<file path="config.mk">
export PLATFORM = sky130hd
export DESIGN_NAME = mem_stream_reader
export DESIGN_NICKNAME = d
export VERILOG_FILES = /design/src/rtl/pkt_mem_pkg.sv /design/src/rtl/stream_fifo.sv /design/src/rtl/mem_stream_reader.sv
export SDC_FILE = /design/constraint.sdc
export NUM_CORES = 1
export LEC_CHECK = 0
export CAP_MARGIN = 20
export CORE_UTILIZATION = 53
export DETAILED_ROUTE_END_ITERATION = 8
export GPL_TIMING_DRIVEN = 0
export PLACE_DENSITY = 0.81
export REMOVE_ABC_BUFFERS = 1
export SKIP_CTS_REPAIR_TIMING = 1
export SLEW_MARGIN = 20
export SYNTH_ARGS = -nofsm -noshare
export SYNTH_HDL_FRONTEND = slang
export SYNTH_SLANG_ARGS = --single-unit
</file>
<file path="constraint.sdc">
create_clock -name i_clock -period 4.3 [get_ports i_clock]
set_clock_uncertainty 0.2 [all_clocks]
set_input_delay 0.645 -clock i_clock [delete_from_list [all_inputs] [get_ports i_clock]]
set_output_delay 0.645 -clock i_clock [all_outputs]
set_load 0.02 [all_outputs]
</file>
<file path="src/rtl/pkt_mem_pkg.sv">
// Shared types and constants for the memory stream reader.
//   reader_state_t : reader FSM states
//   MEM_WB_NONE    : byte strobes driven on a read-only RAM port
//   DATA_WIDTH     : RAM word width
//   cnt_width()    : bits needed to hold an occupancy count of 0..depth
package pkt_mem_pkg;

    typedef enum logic [1:0] {
        IDLE   = 2'd0,
        RUN    = 2'd1,
        DRAIN  = 2'd2,
        FINISH = 2'd3
    } reader_state_t;

    localparam logic [3:0]  MEM_WB_NONE = 4'b0000;
    localparam int unsigned DATA_WIDTH  = 32;

    function automatic int unsigned cnt_width(input int unsigned depth);
        return $clog2(depth) + 1;
    endfunction

endpackage

</file>
<file path="src/rtl/stream_fifo.sv">
// Small synchronous FIFO buffering words read from RAM until the sink takes them.
// Ports:
//   i_clock, i_reset     clock, asynchronous active-high reset
//   i_flush              synchronous clear of all entries
//   i_push, i_push_data  write one word (ignored when full unless popping)
//   i_pop                remove head word (ignored when empty)
//   o_head               current head word
//   o_count              entries held, 0..DEPTH
//   o_full, o_empty      occupancy flags
module stream_fifo #(
    parameter int unsigned WIDTH = 32,
    parameter int unsigned DEPTH = 4
) (
    input  logic                     i_clock,
    input  logic                     i_reset,
    input  logic                     i_flush,
    input  logic                     i_push,
    input  logic [WIDTH-1:0]         i_push_data,
    input  logic                     i_pop,
    output logic [WIDTH-1:0]         o_head,
    output logic [$clog2(DEPTH):0]   o_count,
    output logic                     o_full,
    output logic                     o_empty
);

    localparam int unsigned PTR_W = $clog2(DEPTH);
    localparam int unsigned CNT_W = PTR_W + 1;

    logic [WIDTH-1:0] r_mem [DEPTH];
    logic [PTR_W-1:0] r_wr_ptr;
    logic [PTR_W-1:0] r_rd_ptr;
    logic [CNT_W-1:0] r_count;
    logic             w_do_push;
    logic             w_do_pop;

    assign o_empty   = (r_count == '0);
    assign o_full    = (r_count == CNT_W'(DEPTH));
    assign w_do_pop  = i_pop && !o_empty;
    // A full FIFO still takes a push when the head leaves in the same cycle.
    assign w_do_push = i_push && (!o_full || w_do_pop);
    assign o_count   = r_count;
    assign o_head    = r_mem[r_rd_ptr];

    // Pointers and occupancy.
    always_ff @(posedge i_clock or posedge i_reset) begin
        if (i_reset) begin
            r_wr_ptr <= '0;
            r_rd_ptr <= '0;
            r_count  <= '0;
        end else if (i_flush) begin
            r_wr_ptr <= '0;
            r_rd_ptr <= '0;
            r_count  <= '0;
        end else begin
            if (w_do_push) r_wr_ptr <= r_wr_ptr + PTR_W'(1);
            if (w_do_pop)  r_rd_ptr <= r_rd_ptr + PTR_W'(1);
            case ({w_do_push, w_do_pop})
                2'b10:   r_count <= r_count + CNT_W'(1);
                2'b01:   r_count <= r_count - CNT_W'(1);
                default: r_count <= r_count;
            endcase
        end
    end

    // Storage needs no reset; only entries below r_count are ever observed.
    always_ff @(posedge i_clock) begin
        if (w_do_push && !i_flush) r_mem[r_wr_ptr] <= i_push_data;
    end

endmodule

</file>
<file path="src/rtl/mem_stream_reader.sv">
// Reads LENGTH consecutive words from a RAM port and streams them out valid/ready.
// Ports:
//   i_clock, i_reset            clock, asynchronous active-high reset
//   i_start, i_base_addr,
//   i_length                    transfer request, sampled in IDLE only
//   i_abort                     cancel an active transfer (no done pulse)
//   o_busy, o_done              transfer active / one-cycle completion pulse
//   o_mem_enable, o_mem_addr,
//   o_mem_wb, o_mem_wdata       RAM port controls (read only)
//   i_mem_rdata                 RAM data, valid the cycle after an address issue
//   o_tx_data, o_tx_valid,
//   i_tx_ready                  output stream
module mem_stream_reader
    import pkt_mem_pkg::*;
#(
    parameter int unsigned ADDR_WIDTH = 16,
    parameter int unsigned LEN_WIDTH  = 16,
    parameter int unsigned FIFO_DEPTH = 4
) (
    input  logic                  i_clock,
    input  logic                  i_reset,
    input  logic                  i_start,
    input  logic [ADDR_WIDTH-1:0] i_base_addr,
    input  logic [LEN_WIDTH-1:0]  i_length,
    input  logic                  i_abort,
    output logic                  o_busy,
    output logic                  o_done,
    output logic                  o_mem_enable,
    output logic [ADDR_WIDTH-1:0] o_mem_addr,
    output logic [3:0]            o_mem_wb,
    output logic [DATA_WIDTH-1:0] o_mem_wdata,
    input  logic [DATA_WIDTH-1:0] i_mem_rdata,
    output logic [DATA_WIDTH-1:0] o_tx_data,
    output logic                  o_tx_valid,
    input  logic                  i_tx_ready
);

    localparam int unsigned CNT_W = cnt_width(FIFO_DEPTH);
    localparam int unsigned CRD_W = CNT_W + 1;

    reader_state_t         r_state;
    reader_state_t         w_next_state;
    logic [ADDR_WIDTH-1:0] r_cur_addr;
    logic [ADDR_WIDTH-1:0] r_mem_addr;
    logic [LEN_WIDTH-1:0]  r_remaining;
    logic                  r_rd_pending;

    logic [CNT_W-1:0]      w_fifo_count;
    logic                  w_fifo_full;
    logic                  w_fifo_empty;
    logic                  w_active;
    logic                  w_cancel;
    logic                  w_accept;
    logic                  w_pop;
    logic                  w_push;
    logic                  w_issue;
    logic                  w_last_issue;
    logic                  w_fifo_drains;
    logic [CRD_W-1:0]      w_in_flight;

    assign w_active = (r_state == RUN) || (r_state == DRAIN);
    assign w_cancel = w_active && i_abort;
    assign w_accept = (r_state == IDLE) && i_start;
    assign w_pop    = o_tx_valid && i_tx_ready;
    // Only a read issued on the previous edge returns data worth keeping.
    assign w_push   = r_rd_pending && !w_cancel;

    // Words already committed to the FIFO: buffered plus in flight, minus the one leaving now.
    assign w_in_flight = CRD_W'(w_fifo_count) + CRD_W'(r_rd_pending) - CRD_W'(w_pop);
    assign w_issue     = (r_state == RUN) && !i_abort && (r_remaining != '0)
                         && (w_in_flight < CRD_W'(FIFO_DEPTH)) && (!w_fifo_full || w_pop);
    assign w_last_issue = w_issue && (r_remaining == LEN_WIDTH'(1));
    // The head leaving this cycle counts, so done follows the last handshake directly.
    assign w_fifo_drains = !r_rd_pending
                           && (w_fifo_empty || ((w_fifo_count == CNT_W'(1)) && w_pop));

    // State register.
    always_ff @(posedge i_clock or posedge i_reset) begin
        if (i_reset) r_state <= IDLE;
        else         r_state <= w_next_state;
    end

    // Next-state logic.
    always_comb begin
        w_next_state = r_state;
        case (r_state)
            IDLE: begin
                if (i_start) w_next_state = (i_length != '0) ? RUN : FINISH;
            end
            RUN: begin
                if (i_abort)           w_next_state = IDLE;
                else if (w_last_issue) w_next_state = DRAIN;
            end
            DRAIN: begin
                if (i_abort)            w_next_state = IDLE;
                else if (w_fifo_drains) w_next_state = FINISH;
            end
            FINISH:  w_next_state = IDLE;
            default: w_next_state = IDLE;
        endcase
    end

    // Status outputs decoded from the state register.
    always_comb begin
        o_busy = 1'b0;
        o_done = 1'b0;
        case (r_state)
            RUN, DRAIN: o_busy = 1'b1;
            FINISH:     o_done = 1'b1;
            default:    ;
        endcase
    end

    // Address/length counters and the outstanding-read flag.
    always_ff @(posedge i_clock or posedge i_reset) begin
        if (i_reset) begin
            r_cur_addr   <= '0;
            r_remaining  <= '0;
            r_mem_addr   <= '0;
            r_rd_pending <= 1'b0;
        end else begin
            if (w_accept) begin
                r_cur_addr  <= i_base_addr;
                r_remaining <= i_length;
            end else if (w_issue) begin
                r_mem_addr  <= r_cur_addr;
                r_cur_addr  <= r_cur_addr + ADDR_WIDTH'(1);
                r_remaining <= r_remaining - LEN_WIDTH'(1);
            end
            // Capture clears the flag; an overlapping issue keeps it set.
            r_rd_pending <= w_issue;
        end
    end

    stream_fifo #(
        .WIDTH (DATA_WIDTH),
        .DEPTH (FIFO_DEPTH)
    ) u_fifo (
        .i_clock     (i_clock),
        .i_reset     (i_reset),
        .i_flush     (w_cancel),
        .i_push      (w_push),
        .i_push_data (i_mem_rdata),
        .i_pop       (w_pop),
        .o_head      (o_tx_data),
        .o_count     (w_fifo_count),
        .o_full      (w_fifo_full),
        .o_empty     (w_fifo_empty)
    );

    assign o_tx_valid   = !w_fifo_empty;
    assign o_mem_addr   = r_mem_addr;
    // The port is enabled for as long as the block is out of reset.
    assign o_mem_enable = !i_reset;
    assign o_mem_wb     = MEM_WB_NONE;
    assign o_mem_wdata  = '0;

endmodule

</file>
Word level (Yosys, flattened, before mapping):

Memory sizes are Yosys's and may differ from the RTL's.
Cells that the tools add are included.

* output and inout bits: 88
* register bits: 58
* memories: 1
* logic and storage cells: 86
* RAM bits: 128

* $lt $le $gt $ge: 1
* $add $sub $neg: 8
* bitwise gates (word level): 1
* eq/ne operators: 11
* mux-type cells: 21
* reduce and logical (&&, ||, !) cells: 35

Memories
* u_fifo.r_mem: depth 4, bits a word 32, rd ports 1, clocked after memory_dff 0, wr ports 1, RTL line stream_fifo.sv:29 `logic [WIDTH-1:0] r_mem [DEPTH];`

Operators by type and width (number)
* 2-to-1 mux 16 bit: 4
* nonzero test 16 bit: 2
* 2-to-1 mux 2 bit: 10
* adder 16 x 1 -> 16 bit (second input constant): 1
* == test 16 x 1 -> 1 bit (second input constant): 1
* subtractor 16 x 1 -> 16 bit (second input constant): 1
* logical AND 1 bit: 14
* one-hot mux 2 bit (4 select lines): 1
* == test 2 bit (second input constant): 3
* zero test 1 bit: 6
* != test 3 bit (second input constant): 2
* one-hot mux 3 bit (2 select lines): 1
* nonzero test 2 bit: 3
* adder 2 x 1 -> 2 bit (second input constant): 2
* adder 3 x 1 -> 4 bit: 1
* == test 2 x 1 -> 1 bit (second input constant): 2
* logical OR 1 bit: 4
* < comparator 4 x 3 -> 1 bit (second input constant): 1
* 2-to-1 mux 1 bit: 4
* subtractor 4 x 1 -> 4 bit: 1
* adder 3 x 1 -> 3 bit (second input constant): 1
* == test 3 x 1 -> 1 bit (second input constant): 1
* == test 3 bit (second input constant): 1
* zero test 3 bit: 1
* 9 further kinds: 9

Depth between registers and ports, before layout:

Gate-level depths: netlist of run 1.

* word-level depth: 11
* mapped depth: 13
* gate-level depth less buffers: 11

Hierarchy:

A second synthesis of run 1 with hierarchy kept.

* cells, all modules: 596
* area total of the unflattened synthesis: 8609.5 um^2

By module, submodules not included
* stream_fifo: area an instance 5188.7 um^2, cells each 233, times used 1
* mem_stream_reader: area an instance 3420.8 um^2, cells each 363, times used 1

Least setup slack after synthesis of run 1:

No wires, ideal clock.

* kind: register -> register
* start: reg u_fifo.r_count[0] (netlist: u_fifo.o_count[0])
* end: reg r_state[0]
* setup slack: 1.284 ns
* required time: 4.021 ns
* data arrival time: 2.737 ns
* stages on the path, launching flop included: 13
* library setup time: 0.079 ns
* clock period less this slack: 3.016 ns
* path buffers: 2
* cells stage by stage: dfrtp_1 > inv_1 > ha_1 > nand2b_4 > nand3_1 > ha_1 > a211o_2 > o2111ai_1 > o21ba_2 > buf_2 > buf_4 > a31oi_1 > mux2i_1

* word-level cells in the longest chain between the ends: 10
* elaborated cells on any way between the ends: 19
* those cells by class: add/sub: 2; order compare: 1; eq/ne: 4; reduce/logical: 12

RTL lines
* start: declaration: RTL line stream_fifo.sv:32 `logic [CNT_W-1:0] r_count;`
* start signal: assignment: RTL line stream_fifo.sv:58 `2'b10: r_count <= r_count + CNT_W'(1);`
* start signal: assignment: RTL line stream_fifo.sv:59 `2'b01: r_count <= r_count - CNT_W'(1);`
* start signal: assignment: RTL line stream_fifo.sv:60 `default: r_count <= r_count;`
* zero test 3 bit *: RTL line stream_fifo.sv:36 `assign o_empty = (r_count == '0);`
* zero test 1 bit *: RTL line mem_stream_reader.sv:151 `assign o_tx_valid = !w_fifo_empty;`
* via o_tx_valid: RTL line mem_stream_reader.sv:34 `output logic o_tx_valid,`
* logical AND 1 bit *: RTL line mem_stream_reader.sv:64 `assign w_pop = o_tx_valid && i_tx_ready;`
* subtractor 4 x 1 -> 4 bit: RTL line mem_stream_reader.sv:69 `assign w_in_flight = CRD_W'(w_fifo_count) + CRD_W'(r_rd_pending) - CRD_W'(w_pop);`
* < comparator 4 x 3 -> 1 bit: RTL line mem_stream_reader.sv:71 `&& (w_in_flight < CRD_W'(FIFO_DEPTH)) && (!w_fifo_full || w_pop);`
* logical AND 1 bit (2 in a row): RTL line mem_stream_reader.sv:71
* logical AND 1 bit: RTL line mem_stream_reader.sv:72 `assign w_last_issue = w_issue && (r_remaining == LEN_WIDTH'(1));`
* != test 3 bit (no line)
* AND reduction 3 bit (no line) *
* end signal: assignment: RTL line mem_stream_reader.sv:80 `else r_state <= w_next_state;`
* end: declaration: RTL line mem_stream_reader.sv:41 `reader_state_t r_state;`

The timed path passes the listed nets; every way through them passes the cells marked *.
A chain may end at the register's enable or synchronous reset.

Worst setup path in the final report of run 1:

* start: reg u_fifo.r_count[0] (netlist: u_fifo.o_count[0])
* end: reg r_mem_addr[11] (netlist: o_mem_addr[11])

* word-level cells in the longest chain between the ends: 8
* elaborated cells on any way between the ends: 12
* those cells by class: add/sub: 2; order compare: 1; eq/ne: 1; reduce/logical: 8

RTL lines
* parallel branches: the longest is 6 deep, another holds adder 3 x 1 -> 4 bit
* logical AND 1 bit *: RTL line mem_stream_reader.sv:71
* AND reduction 2 bit (no line) *
* end signal: assignment: RTL line mem_stream_reader.sv:126 `r_mem_addr <= r_cur_addr;`
* end: declaration: RTL line mem_stream_reader.sv:44 `logic [ADDR_WIDTH-1:0] r_mem_addr;`

Every way passes the cells marked *.

==> qor.txt, run 1 <==
fin. max-slew vios: 0
first-pass GRT wire length: 28700 um
Cells after Synth: 591
number of H-tree levels: 4
power share of the combinational group: 39.8%
Hold WS: 315 ps
Initial Util: 55.0%
Max Cap Viol: 0
TritonCTS clock tree: built
diode count: 0
clock power share: 22.2%
Synth area leader: edfxtp_1
Die H: 128 um
Hold Path End: o_mem_addr[3]
Avg Cell Area, Syn: 14.3 um^2
post-placement setup slack: 299 ps
status: finished, final reports clean
HP Class: reg2reg
row cnt: 45
ratio of cells with drive above 1 in the final layout: 14.8%
GRT overflow: 0
Seq cells post-synth: 186
WL per Instance: 19.0 um
DR vias: 5370
via/cell ratio: 5.76
Worst Path Class, Setup: reg2reg
Post-synth EDFFs: 128
Peak Freq: 268 MHz
DR iter-0 viols: 528
WP data arrival: 3840 ps
final setup fails: 0
most instantiated cells after synthesis: edfxtp_1, dfrtp_1, nor2_1
largest net degree at the start of global routing: 36
clock buffer depth: 2
Reg2Reg Setup Slack: 570 ps
final worst-path setup slack: 573 ps
Area Overhead vs Synth: 23.2%
final hold violations: 0
CP Capture Type: flip-flop
count leader, synth: edfxtp_1
Top Ports: 157
Setup TNS Final: 0 ps
Peak VDD IR: 0.000493 V
I/O Buffers: 120
depth of the most critical reg-to-reg path: 10
clk root buf: clkbuf_16
number of remaining DRC errors: 0
clock sink total: 186
reg2reg start: u_fifo.o_count[0]
placer congestion estimate: 0.839
Synth cell types: 58
Synth top area share: 45.5%
critical path required time: 4410 ps
fin crit share: 86.7%
hold path startpoint: o_mem_addr[3]
1st-pass router iterations: 6
GRT Overall Usage: 23.0%
Switching Fraction: 37.2%
Num CTS Buffers: 17
ys flop type: edfxtp_1
die area: 0.0165 mm^2
Power Dens Cells: 655 mW/mm^2
Syn. warnings: 0
core outline area: 0.0154 mm^2
width of the die: 128 um
post-route minimum period: 3730 ps
register area share after synthesis: 62.7%
Leakage: 3.68 nW
Synth Cell Area: 0.00845 mm^2
CTS clk-pin slew, worst paths: 70 ps
actual slew at the worst max-slew pin: 1010 ps
Crit Path Max Fanout: 16
fillers: 1061
detailed placer's ending HPWL: 11800 um
final WL: 17700 um
RSZ-0062 raised after global routing: no
part of the power in registers: 38.0%
final core utilization: 67.7%
Clk Latency, worst-skew pair: 430 ps
worst relative slew slack: 32.7%
P_int: 4.28 mW
Switch Pwr: 2.54 mW
FFs w/ async S/R, synth: 31.2%
ranking of synthesized cells by area: edfxtp_1, dfrtp_1, mux4_2
Critical Path Source Type: flip-flop
Final ANT Viol Nets: 0
vias in the first global route: 5583
FF-to-FF End: o_mem_addr[11]
Hold Crit Depth: 1
nets@finish: 797
initial antenna violation count: 0
==> cell families (layout without fill, tap and decap cells) <==
group | after synthesis | after routing | synth area share, %
AO/OA/AOI/OAI | 82 | 82 | 6.57
XOR/XNOR | 6 | 6 | 0.711
adder cells (fa/ha/maj) | 19 | 19 | 2.81
buffers and inverters | 79 | 175 | 5.43
flip-flops | 186 | 186 | 62.7
multiplexers | 52 | 52 | 11.1
other | 1 | 36 | 0.0444
AND/OR/NAND/NOR | 166 | 166 | 10.6
==> registers in the layout, indices dropped and copies added, names as in the netlist <==
name	flops
r_state	2
u_fifo.r_rd_ptr	2
r_remaining	16
o_mem_addr	16
r_cur_addr	16
r_rd_pending	1
u_fifo.r_wr_ptr	2
u_fifo.o_count	3
u_fifo.r_mem	128
==> power groups by stage <==
| stage | logic (mW) | clock network, mW | registers [mW] |
|---|---|---|---|
| 6_report | 2.71 | 1.51 | 2.59 |
| 5_1_grt | 2.94 | 1.59 | 2.65 |
| 4_1_cts | 2.72 | 1.54 | 2.59 |
| 3_5_place_dp | 2.69 | 0 | 2.63 |
| 3_3_place_gp | 2.49 | 0 | 2.63 |
| 2_1_floorplan | 1.60 | 0 | 2.64 |
==> final cells by class <==
type,instances,area [um^2],area share [%]
clock buffer,17,425,4.09
clock inverter,15,155,1.49
inverter,14,55.1,0.529
multi-input combinational,361,2840,27.2
sequential,186,5300,50.9
tap,211,264,2.54
timing repair buffer,129,1380,13.2
==> how the worst max path moves through the flow <==
| stage | from | to | slack, ps | cells past startpoint |
|---|---|---|---|---|
| finish | u_fifo.o_count[0] | o_mem_addr[11] | 570 | 10 |
| global route | u_fifo.o_count[0] | o_mem_addr[0] | 350 | 10 |
| CTS | u_fifo.o_count[0] | o_mem_addr[11] | 560 | 10 |
| detailed placement | i_tx_ready | o_mem_addr[11] | 300 | 8 |
| global placement | i_reset | o_mem_enable | -230 | 3 |
| floorplan | u_fifo.o_count[0] | o_mem_addr[0] | 1070 | 10 |
==> critical path: stages, from the launching register on <==
cell      delay, ps
dfrtp_1         410
inv_1           150
ha_1            300
nand2b_4        110
nand3_1         130
ha_1            340
nand2_1         120
a221oi_2        360
o311a_1         560
nand3_2         490
mux2_2          430
==> stage by stage <==
| stage | cell area, um^2 | power, mW | cells |
|---|---|---|---|
| 6_report | 10400 | 6.82 | 933 |
| 5_1_grt | 10400 | 7.19 | 933 |
| 3_5_place_dp | 9830 | 5.32 | 901 |
| 4_1_cts | 10400 | 6.85 | 933 |
| 3_3_place_gp | 9640 | 5.12 | 892 |
| 2_1_floorplan | 8180 | 4.23 | 561 |
==> cell usage in the layout, fill, tap and decap left out, types with 5 or more instances in the layout <==
cell,synthesis,final
nor4_1,9,9
and3_1,6,6
edfxtp_1,128,128
or4_1,9,9
inv_8,0,5
a31oi_1,29,29
clkdlybuf4s50_1,0,120
nor2_1,43,43
ha_1,19,19
o31ai_1,6,6
mux4_2,32,32
nand4_1,12,12
dfrtp_1,58,56
nor2b_1,5,5
clkbuf_16,0,17
buf_12,0,6
conb_1,1,36
inv_1,14,13
o21ai_0,19,19
and2_1,10,6
nand2_1,18,17
nand3_1,20,20
or3_1,18,18
mux2_2,17,17
a21oi_1,8,8
==> routing by layer <==
metal / part of all wire (%) / wire [um] / track usage, % / up-vias
met4: 1.5 / 272 / 6.78 / 0
li1: - / - / - / 2450
met3: 6.9 / 1230 / 6.72 / 34
met5: 0 / 0 / 0 / -
met1: 40 / 7160 / 28.3 / 2670
met2: 51 / 9080 / 39.3 / 216
(Power assumes the default switching activity.)
==> inputs of run 2 (changes only) <==
CTS_CLUSTER_SIZE = 8   (was default)
==> results of run 2 <==
The final DEF is identical to that of run 1; final timing and power are the same.
==> inputs of run 3 (changes only) <==
CTS_CLUSTER_DIAMETER = 100   (was default)
GPL_TIMING_DRIVEN = default   (was 0)
==> run 3 against run 2 <==
  * Largest cell class unchanged
  * Hold slack got worse by 4.9 ps
  * First-iteration DRC count fell by 26%
  * Final cell count fell by 0.11%
  * Design area fell by 1.5%
  * Flip-flop and latch count did not move
  * Highest routed layer unchanged
  * Power fell by 1.6%
  * Worst setup slack improved by 120 ps
  * Maximum frequency rose by 3.4%
  * Wire length fell by 4.0%
  * Sequential power fell by 2%
  * Global-route usage fell by 1.2 points
  * Critical endpoint is now r_cur_addr[8]
==> qor.txt, run 3 (same netlist as run 1, synthesis figures left out) <==
status: finished, final reports clean
vias in the first global route: 5397 (-3.3%)
largest net degree at the start of global routing: 59 (+64%)
clock buffer depth: 2 (unchanged)
number of remaining DRC errors: 0 (unchanged)
commonest non-fill, non-tap cell in the layout: edfxtp_1
nets@finish: 796 (-0.13%)
Crit-path slowest cell: o21ba_2
DR vias: 5375 (+0.093%)
Max Cap Viol: 0 (unchanged)
detailed placer's ending HPWL: 11200 um (-5.5%)
actual slew at the worst max-slew pin: 945 ps (-64.3 ps)
CP Capture Type: flip-flop
Critical Path Source Type: flip-flop
1st-pass router iterations: 5 (-1)
initial antenna violation count: 0 (unchanged)
DR iter-0 viols: 392 (-26%)
WL per Instance: 18.3 um (-3.9%)
fillers: 1054 (-0.66%)
TritonCTS clock tree: built
final setup fails: 0 (unchanged)
CP most frequent cell: ha_1
Clk Latency, worst-skew pair: 440 ps (about the same)
wl on met1: 7150 um (-0.17%)
via/cell ratio: 5.77 (+0.20%)
slowest stage delay, CP: 550 ps (about the same)
WL met3: 1170 um (-4.6%)
Worst Path Class, Setup: reg2reg
Hold Crit Depth: 1 (unchanged)
Peak Freq: 277 MHz (+3.4%)
Peak VDD IR: 0.000379 V (-23%)
max reg flops: 128 (unchanged)
final WL: 17000 um (-4.0%)
Final ANT Viol Nets: 0 (unchanged)
Die H: 128 um (unchanged)
fin. max-slew vios: 0 (unchanged)
Top Ports: 157 (unchanged)
Num CTS Buffers: 17 (unchanged)
critical path required time: 4450 ps (+40 ps)
row cnt: 45 (unchanged)
Worst Path Buf+Inv: 1 (unchanged)
ratio of cells with drive above 1 in the final layout: 14.1% (-0.67 points)
Setup TNS Final: 0 ps (unchanged)
routed wire length on met2: 8390 um (-7.6%)
placer congestion estimate: 0.857 (+2.2%)
core outline area: 0.0154 mm^2 (unchanged)
Top reg by flops: u_fifo.r_mem
GRT Overall Usage: 21.8% (-1.2 points)
worst relative slew slack: 37.0% (+4.3 points)
diode count: 0 (unchanged)
CTS clk-pin slew, worst paths: 70 ps (about the same)
die area: 0.0165 mm^2 (unchanged)
GRT overflow: 0 (unchanged)
highest metal used: met4
WP data arrival: 3750 ps (-90 ps)
final hold violations: 0 (unchanged)
width of the die: 128 um (unchanged)
I/O Buffers: 120 (unchanged)
Crit Path Max Fanout: 20 (+4)
number of H-tree levels: 4 (unchanged)
most frequent cells in the layout: edfxtp_1, clkdlybuf4s50_1, dfrtp_1, nor2_1, conb_1
first-pass GRT wire length: 27100 um (-5.5%)
depth of the most critical reg-to-reg path: 11 (+1)
delay-heaviest family, CP: simple AND/OR/NAND/NOR gates
clk root buf: clkbuf_16
RSZ-0062 raised after global routing: no
HP Class: reg2reg
clock sink total: 186 (unchanged)
fin crit share: 83.8% (-2.8 points)
Leakage: 3.62 nW (-1.6%)
Area Overhead vs Synth: 21.3%
final core utilization: 66.7% (-1.0 points)
crit-path cells: inv_1 -> ha_1 -> nand2b_4 -> nand3_1 -> ha_1 -> and3_1 -> o2111ai_1 -> o21ba_2 -> nand2_2 -> or4_1 -> a31oi_1
Power Dens Cells: 654 mW/mm^2 (about the same)
post-route minimum period: 3610 ps (-122 ps)
Initial Util: 55.0% (unchanged)
Crit. path cell count: 11 (+1)
-- run 3: metrics by stage --
step / setup slack (ps) / total power [mW] / cells / instance area (um^2) / hold WS [ps]
after floorplan: 1070 / 4.23 / 561 / 8180 / 290
after global placement: 630 / 5.15 / 899 / 9700 / 296
after detailed placement: 481 / 5.25 / 899 / 9700 / 295
after CTS: 725 / 6.70 / 931 / 10200 / 315
after global routing: 488 / 7.08 / 932 / 10200 / 336
final: 695 / 6.71 / 932 / 10200 / 310
-- run 3: worst paths after layout --
check	startpoint	end	slack [ps]
max in group asynchronous	i_reset	u_fifo.r_rd_ptr[0]	2780
worst max register to register	u_fifo.o_count[0]	r_cur_addr[8]	690
worst min register to register	o_mem_addr[10]	o_mem_addr[10]	310
min in group asynchronous	i_reset	o_mem_addr[0]	580
worst max-delay path	u_fifo.o_count[0]	r_cur_addr[8]	690
worst min-delay path	o_mem_addr[10]	o_mem_addr[10]	310
-- run 3: per-layer routing --
metal  GRT usage, %  vias to the layer above
li1               -                     2441
met1           27.7                     2656
met2           36.3                      245
met3           5.09                       33
met4           8.17                        0
met5              0                        -
-- run 3: final cells by class --
| cell class | count | area, um^2 | area share, % |
|---|---|---|---|
| timing repair buffer | 128 | 1260 | 12.3 |
| sequential | 186 | 5300 | 51.7 |
| inverter | 14 | 52.6 | 0.513 |
| multi-input combinational | 361 | 2830 | 27.6 |
| clock inverter | 14 | 110 | 1.07 |
| clock buffer | 18 | 429 | 4.19 |
| tap | 211 | 264 | 2.58 |
-- run 3: worst reg2reg max path, delay by kind of cell (launching register included) --
family	cells	cell delay [ps]
buffers and inverters	1	150
DFF	1	410
adders and majority gates	2	630
AOI/OAI and AO/OA	3	860
and+or+nand+nor	5	1260
-- run 3: power breakdown --
part / switching [mW] / internal (mW) / total (mW)
clock network: 0.692 / 0.751 / 1.44
registers: 0.296 / 2.24 / 2.54
logic: 1.49 / 1.24 / 2.73
total: 2.47 / 4.23 / 6.71
